==> src/rtl/ascon_permutation_ctrl.sv <==
// -----------------------------------------------------------------------------
// ascon_permutation_ctrl
//
// Purpose:
//   Sequencer for the Ascon permutation. Holds the 320-bit state in a register
//   and applies p^a (ROUNDS_A rounds) or p^b (ROUNDS_B rounds) to it, one round
//   per clock (or two rounds per clock in the unrolled build). Each round is
//   the chain constant_addition -> substitution_layer -> diffusion_layer.
//   The block sits between the mode FSM (absorb/squeeze/tag) and the round
//   datapath and talks to the mode FSM through a start/done handshake.
//
// State layout (type_state):
//   logic [0:4][63:0], element k is Ascon word x_k, so the concatenation
//   {x0, x1, x2, x3, x4} maps directly onto the packed array.
//
// Parameters:
//   ROUNDS_A  rounds for p^a, legal 1..12 (default 12)
//   ROUNDS_B  rounds for p^b, legal 1..ROUNDS_A (default 6)
//
// Ports:
//   clock_i   in   1       system clock, rising edge
//   reset_i   in   1       asynchronous active-high reset
//   start_i   in   1       permutation request, honoured in IDLE/DONE only
//   mode_i    in   1       0 = p^a, 1 = p^b; sampled with an accepted start
//   state_i   in   5x64    input state, captured on an accepted start
//   state_o   out  5x64    state register contents
//   round_o   out  4       current round-constant index (0..11)
//   busy_o    out  1       high while rounds are being applied
//   done_o    out  1       one-cycle pulse, state_o holds the permuted state
//
// Build option:
//   ASCON_PERM_UNROLL2_EN  when defined, two rounds (indices i and i+1) are
//                          chained per clock and round_o steps by 2. Both
//                          ROUNDS_A and ROUNDS_B must then be even. The final
//                          state is identical to the single-round build.
// -----------------------------------------------------------------------------

// Adds the round constant for index i_round into the low byte of x2.
module constant_addition (
    input  logic [0:4][63:0] i_state,
    input  logic [3:0]       i_round,
    output logic [0:4][63:0] o_state
);

    logic [7:0] w_const;

    // High nibble counts down from 0xF while the low nibble counts up:
    // index 0 -> 0xF0, index 11 -> 0x4B.
    assign w_const = {4'hF - i_round, i_round};

    assign o_state[0] = i_state[0];
    assign o_state[1] = i_state[1];
    assign o_state[2] = i_state[2] ^ {56'd0, w_const};
    assign o_state[3] = i_state[3];
    assign o_state[4] = i_state[4];

endmodule

// Bitsliced 5-bit Ascon S-box applied to all 64 columns in parallel.
module substitution_layer (
    input  logic [0:4][63:0] i_state,
    output logic [0:4][63:0] o_state
);

    logic [63:0] w_a0, w_a1, w_a2, w_a3, w_a4;
    logic [63:0] w_b0, w_b1, w_b2, w_b3, w_b4;

    // Input mixing
    assign w_a0 = i_state[0] ^ i_state[4];
    assign w_a1 = i_state[1];
    assign w_a2 = i_state[2] ^ i_state[1];
    assign w_a3 = i_state[3];
    assign w_a4 = i_state[4] ^ i_state[3];

    // Chi-like nonlinear step; every term reads the mixed snapshot w_a*
    assign w_b0 = w_a0 ^ (~w_a1 & w_a2);
    assign w_b1 = w_a1 ^ (~w_a2 & w_a3);
    assign w_b2 = w_a2 ^ (~w_a3 & w_a4);
    assign w_b3 = w_a3 ^ (~w_a4 & w_a0);
    assign w_b4 = w_a4 ^ (~w_a0 & w_a1);

    // Output mixing; x3 takes x2 before the final inversion
    assign o_state[0] = w_b0 ^ w_b4;
    assign o_state[1] = w_b1 ^ w_b0;
    assign o_state[2] = ~w_b2;
    assign o_state[3] = w_b3 ^ w_b2;
    assign o_state[4] = w_b4;

endmodule

// Linear diffusion: each word is XORed with two right-rotations of itself.
module diffusion_layer (
    input  logic [0:4][63:0] i_state,
    output logic [0:4][63:0] o_state
);

    // ror(x, n) is written as {x[n-1:0], x[63:n]}
    assign o_state[0] = i_state[0]
                      ^ {i_state[0][18:0], i_state[0][63:19]}
                      ^ {i_state[0][27:0], i_state[0][63:28]};
    assign o_state[1] = i_state[1]
                      ^ {i_state[1][60:0], i_state[1][63:61]}
                      ^ {i_state[1][38:0], i_state[1][63:39]};
    assign o_state[2] = i_state[2]
                      ^ {i_state[2][0],    i_state[2][63:1]}
                      ^ {i_state[2][5:0],  i_state[2][63:6]};
    assign o_state[3] = i_state[3]
                      ^ {i_state[3][9:0],  i_state[3][63:10]}
                      ^ {i_state[3][16:0], i_state[3][63:17]};
    assign o_state[4] = i_state[4]
                      ^ {i_state[4][6:0],  i_state[4][63:7]}
                      ^ {i_state[4][40:0], i_state[4][63:41]};

endmodule

module ascon_permutation_ctrl #(
    parameter int ROUNDS_A = 12,
    parameter int ROUNDS_B = 6
) (
    input  logic             clock_i,
    input  logic             reset_i,
    input  logic             start_i,
    input  logic             mode_i,
    input  logic [0:4][63:0] state_i,
    output logic [0:4][63:0] state_o,
    output logic [3:0]       round_o,
    output logic             busy_o,
    output logic             done_o
);

    // FSM encoding
    localparam logic [1:0] S_IDLE = 2'd0;
    localparam logic [1:0] S_RUN  = 2'd1;
    localparam logic [1:0] S_DONE = 2'd2;

    // N rounds use constant indices 12-N .. 11
    localparam logic [3:0] IDX_LAST = 4'd11;
    localparam logic [3:0] FIRST_A  = 4'(12 - ROUNDS_A);
    localparam logic [3:0] FIRST_B  = 4'(12 - ROUNDS_B);

`ifdef ASCON_PERM_UNROLL2_EN
    // Two rounds per clock: the cycle showing index 10 applies 10 and 11
    localparam logic [3:0] IDX_STEP = 4'd2;
    localparam logic [3:0] IDX_EXIT = 4'd10;
`else
    localparam logic [3:0] IDX_STEP = 4'd1;
    localparam logic [3:0] IDX_EXIT = 4'd11;
`endif

    logic [1:0]       r_fsm;
    logic [0:4][63:0] r_state;
    logic [3:0]       r_round;
    logic             r_busy;
    logic             r_done;

    logic             w_accept;
    logic [3:0]       w_first;
    logic [0:4][63:0] w_next;

    // First round index for the requested mode and start acceptance.
    // DONE accepts exactly like IDLE so back-to-back permutations need no bubble.
    always_comb begin
        if (mode_i) begin
            w_first = FIRST_B;
        end else begin
            w_first = FIRST_A;
        end
        if (((r_fsm == S_IDLE) || (r_fsm == S_DONE)) && start_i) begin
            w_accept = 1'b1;
        end else begin
            w_accept = 1'b0;
        end
    end

    // Round datapath, first (or only) round of the cycle at index r_round
    logic [0:4][63:0] w_ca0, w_sl0, w_rnd0;

    constant_addition u_ca0 (
        .i_state (r_state),
        .i_round (r_round),
        .o_state (w_ca0)
    );

    substitution_layer u_sl0 (
        .i_state (w_ca0),
        .o_state (w_sl0)
    );

    diffusion_layer u_dl0 (
        .i_state (w_sl0),
        .o_state (w_rnd0)
    );

`ifdef ASCON_PERM_UNROLL2_EN
    // Second round of the cycle at index r_round+1
    logic [3:0]       w_round1;
    logic [0:4][63:0] w_ca1, w_sl1, w_rnd1;

    assign w_round1 = r_round + 4'd1;

    constant_addition u_ca1 (
        .i_state (w_rnd0),
        .i_round (w_round1),
        .o_state (w_ca1)
    );

    substitution_layer u_sl1 (
        .i_state (w_ca1),
        .o_state (w_sl1)
    );

    diffusion_layer u_dl1 (
        .i_state (w_sl1),
        .o_state (w_rnd1)
    );

    assign w_next = w_rnd1;
`else
    assign w_next = w_rnd0;
`endif

    // Sequencer: state register, round index, and registered busy/done flags
    always_ff @(posedge clock_i or posedge reset_i) begin
        if (reset_i) begin
            r_fsm   <= S_IDLE;
            r_state <= '0;
            r_round <= 4'd0;
            r_busy  <= 1'b0;
            r_done  <= 1'b0;
        end else begin
            case (r_fsm)
                S_IDLE, S_DONE: begin
                    if (w_accept) begin
                        r_fsm   <= S_RUN;
                        r_state <= state_i;
                        r_round <= w_first;
                        r_busy  <= 1'b1;
                        r_done  <= 1'b0;
                    end else begin
                        // state_o and round_o keep the last result
                        r_fsm   <= S_IDLE;
                        r_busy  <= 1'b0;
                        r_done  <= 1'b0;
                    end
                end
                S_RUN: begin
                    r_state <= w_next;
                    // >= guards against a corrupted index ever walking past 11
                    if (r_round >= IDX_EXIT) begin
                        r_fsm   <= S_DONE;
                        r_round <= IDX_LAST;
                        r_busy  <= 1'b0;
                        r_done  <= 1'b1;
                    end else begin
                        r_round <= r_round + IDX_STEP;
                        r_busy  <= 1'b1;
                        r_done  <= 1'b0;
                    end
                end
                default: begin
                    r_fsm  <= S_IDLE;
                    r_busy <= 1'b0;
                    r_done <= 1'b0;
                end
            endcase
        end
    end

    assign state_o = r_state;
    assign round_o = r_round;
    assign busy_o  = r_busy;
    assign done_o  = r_done;

endmodule

==> config.mk <==
export PLATFORM = sky130hd
export DESIGN_NAME = ascon_permutation_ctrl
export DESIGN_NICKNAME = d
export VERILOG_FILES = /design/src/rtl/ascon_permutation_ctrl.sv
export SDC_FILE = /design/constraint.sdc
export NUM_CORES = 2
export LEC_CHECK = 0
export ABC_CLOCK_PERIOD_IN_PS = 29600
export BUFFER_PORTS_ARGS = -buffer_cell sky130_fd_sc_hd__buf_2
export CORE_ASPECT_RATIO = 0.7
export CORE_MARGIN = 2
export CORE_UTILIZATION = 45
export CTS_BUF_LIST = sky130_fd_sc_hd__clkbuf_8
export CTS_CLUSTER_DIAMETER = 40
export DETAILED_ROUTE_END_ITERATION = 8
export GPL_TIMING_DRIVEN = 0
export PLACE_DENSITY = 0.68
export SETUP_SLACK_MARGIN = 0.05
export SLEW_MARGIN = 20
export SYNTH_ARGS = -nofsm -noshare
export SYNTH_HDL_FRONTEND = slang
export SYNTH_SLANG_ARGS = --single-unit
==> constraint.sdc <==
create_clock -name clock_i -period 29.6 [get_ports clock_i]
set_input_delay 1.48 -clock clock_i [delete_from_list [all_inputs] [get_ports clock_i]]
set_output_delay 1.48 -clock clock_i [all_outputs]
set_load 0.005 [all_outputs]
==> metrics.md <==
| Metric | Value |
|---|---|
| Effective utilization at floorplan | 45.3% |
| Worst Tran Pin Value | about 1400 ps |
| Die Y-Extent | between 200 and 250 um |
| Syn. warnings | 0 |
| RePlAce Congestion | 1.08 |
| Vias in the first global route | 26806 |
| Final setup TNS | 0 ps |
| Die Wd | 313 um |
| Synth Area in Compound Gates | roughly 11% |
| Clock sinks | between 300 and 400 |
| Reg clk slew, reported paths | 70 ps |
| Placed cells | 4609 |
| Sequential area share after synthesis | 27.3% |
| Dpl hpwl | 149000 um |
| Cts hold-fix bufs | 0 |
| Die ar. | 68800 um2 |
| Fmax | 265 MHz |
| Hold EP | state_o[201] |
| Pin count of the biggest net entering global routing | 90 |
| Number of synthesized register bits | 328 |
| Via Count | 29688 |
| Worst Path Required | between 30000 and 40000 ps |
| Hold Slack | 568 ps |
| Total CTS buffers | 68 |
| Crit-path max cell delay | ~950 ps |
| Worst reg2reg path startpoint | state_o[170] |
| Largest family of logic cells by synthesized area | XOR/XNOR gates |
| DR pass1 iterations | 6 |
| CP endpoint kind | flip-flop |
| Cell count of the worst reg-to-reg path | 5 |
| Max clock buf depth | 3 |
| Number of placement rows | 79 |
| Post-layout minimum cycle time | 3780 ps |
| Layout cells sized above 1 | 23.1% |
| Design area | 36600 um2 |
| Core area | 66200 um2 |
| Worst path bufs/invs | 4 |
| CTS root buf | clkbuf_8 |
| DP Area | 35000 um2 |
| Initial antenna violation count | 8 |
| Grt total ovfl | 0 |
| Slew HR | 3.60% |
| Final nets | between 4000 and 5000 |
| Post-Syn Nets | 3510 |
| Count of different cell masters after synthesis | 35 |
| Drt drc | 0 |
| Xor/xnor cell area share of the yosys netlist | 39.0% |
| Final hold vios | 0 |
| Vias per Instance | 6.26 |
| Area delta synth->final | 21.8% |
| Clock skew | 28.3 ps |
| Post-Layout Cell Count | 4741 |
| Critical path class | primary input to flip-flop |
| Total Wirelength | 181000 um |
| Max H-tree Level | 3 |
| Fill count | 6130 |
| First-pass GRT wire length | 236000 um |
| Hold Crit Class | flip-flop to flip-flop |
| Post-cts repair resize count | 0 |
| Setup repair after global routing missed its margin | no |
| ANT nets after route | 0 |
| Post-Synth Adder-Cell Area | 7.37% |
| Clk_lat worst skew | between 700 and 800 ps |
| RR Endpoint | state_o[106] |
| CTS tree | done |
| Initial drt markers | 4533 |
| Hold_sp | state_o[201] |
| Startpoint types | primary input |
| Status | finished, final reports clean |
| Period Utilization, post-route | 12.8% |
| Post-Synth Simple-Gate Area | 9.54% |
| Hold path depth | 2 |
| Largest fanout on the critical path | 10 |
| Crit-path leading delay family | buffers and inverters |
| Post-Syn Instances | a little over 3000 |
| Avg Inst Size Synth | 9.82 um2 |
| CP dominant cell by count | clkbuf_1 |
| Io pins | 650 |
| Final Max Slew Viols | 0 |
| Max_cap viols | 0 |
| CP cell instances | buf_2 > nor2b_1 > clkbuf_1 > clkbuf_1 > clkbuf_1 > nor2_1 > a211oi_1 > a21oi_1 |
| Overall Global Routing Usage | 51.5% |
| WL/cell | 38.1 um |
| CP max-delay cell | clkbuf_1 |
| Setup repair bufs after CTS | 0 |
| Crit path DAT | 4330 ps |
| I/O Buffers | 649 |
| Post-synthesis mux area share | 1.97% |
| Worst reg2reg setup slack | 26210 ps |
| Synthesized cell area | 30000 um2 |
| Setup violators final | 0 |
routing by layer:
layer  global-route usage (%)  wire (um)  vias to the layer above
li1                         -          -                    11781
met1                     71.9      73700                    14937
met2                     70.7      71300                     2519
met3                     21.4      27400                      439
met4                     19.4       8250                       12
met5                        0        112                        -
sequential cells by signal, summed over array words and instances, names as in the netlist:
| register | cells |
|---|---|
| busy_o | 1 |
| round_o | 4 |
| done_o | 1 |
| r_fsm | 2 |
| state_o | 320 |
worst reg2reg max path: stages (launching register included):
cell     delay (ps)
dfrtp_1         490
ha_1            360
xnor2_1         950
xnor2_1         620
xnor3_1         550
a221o_1         290
layout make-up:
class	count	area, um2	share of cell area [%]
Antenna cell	14	35.0	0.0958
Multi-Input combinational cell	2402	21000	57.4
Tap cell	891	1110	3.05
Inverter	187	709	1.94
Clock buffer	80	1100	3.01
Clock inverter	38	383	1.05
Sequential cell	328	8210	22.4
Buffer	140	551	1.51
Timing Repair Buffer	661	3490	9.54
how the worst max path moves through the flow:
stage,startpoint,to,slack [ps],depth (start not counted)
after floorplan,reset_i,busy_o,19040,1
after global placement,reset_i,state_o[189],13880,2
after detailed placement,start_i,round_o[2],25300,7
after CTS,start_i,round_o[2],26040,7
after global routing,start_i,state_o[83],25960,8
final,start_i,state_o[88],25820,8
metrics by stage:
stage | setup WS (ps) | utilization [%]
after floorplan | 19040 | -
after global placement | 13880 | 51.9
after detailed placement | 25300 | 52.8
after CTS | 26040 | 55.1
after global routing | 25960 | 55.2
final | 25820 | 55.2
placed cells by master, fill, tap and decap left out, types with 66 or more instances in the layout:
| cell type | Yosys | final |
|---|---|---|
| o21ai_0 | 123 | 123 |
| a211oi_1 | 86 | 86 |
| xnor2_1 | 415 | 371 |
| xnor2_2 | 27 | 71 |
| nand2_1 | 466 | 466 |
| clkbuf_1 | 131 | 113 |
| ha_1 | 129 | 129 |
| a31oi_1 | 66 | 66 |
| dfrtp_1 | 328 | 328 |
| inv_1 | 186 | 201 |
| xnor3_1 | 251 | 251 |
| clkbuf_8 | 0 | 80 |
| nor2_1 | 183 | 183 |
| a21oi_1 | 153 | 153 |
| buf_2 | 2 | 651 |
| xor2_1 | 202 | 194 |
Yosys cell counts:
cell,instances,share of area [%]
a211oi_1,86,2.2
a21o_1,2,0.050
a21oi_1,153,2.6
a221o_1,11,0.37
a22o_1,1,0.029
a22oi_1,40,1.0
a31oi_1,66,1.4
a41oi_1,1,0.029
and3_1,55,1.1
buf_1,7,0.088
buf_2,2,0.033
clkbuf_1,131,1.6
dfrtp_1,328,27
ha_1,129,5.4
inv_1,186,2.3
inv_2,1,0.012
maj3_1,43,1.4
maj3_2,15,0.56
mux2i_1,59,2.0
nand2_1,466,5.8
nand2b_1,2,0.042
nor2_1,183,2.3
nor2b_1,2,0.042
nor3_1,12,0.20
o211ai_1,18,0.45
o21a_1,19,0.48
o21ai_0,123,2.1
o21ai_1,11,0.18
xnor2_1,415,12
xnor2_2,27,1.5
xnor3_1,251,19
xor2_1,202,5.9
xor2_2,5,0.27
xor3_1,4,0.32
xor3_4,1,0.092
cells by family after synthesis:
| family | Yosys count |
|---|---|
| compound gates | 531 |
| fa+ha+maj | 187 |
| mux | 59 |
| buf+inv | 327 |
| simple gates | 720 |
| xor+xnor | 905 |
| flops | 328 |
Power is not shown: default switching activity piles up to over one toggle a cycle in this logic, so the estimate is an artifact.
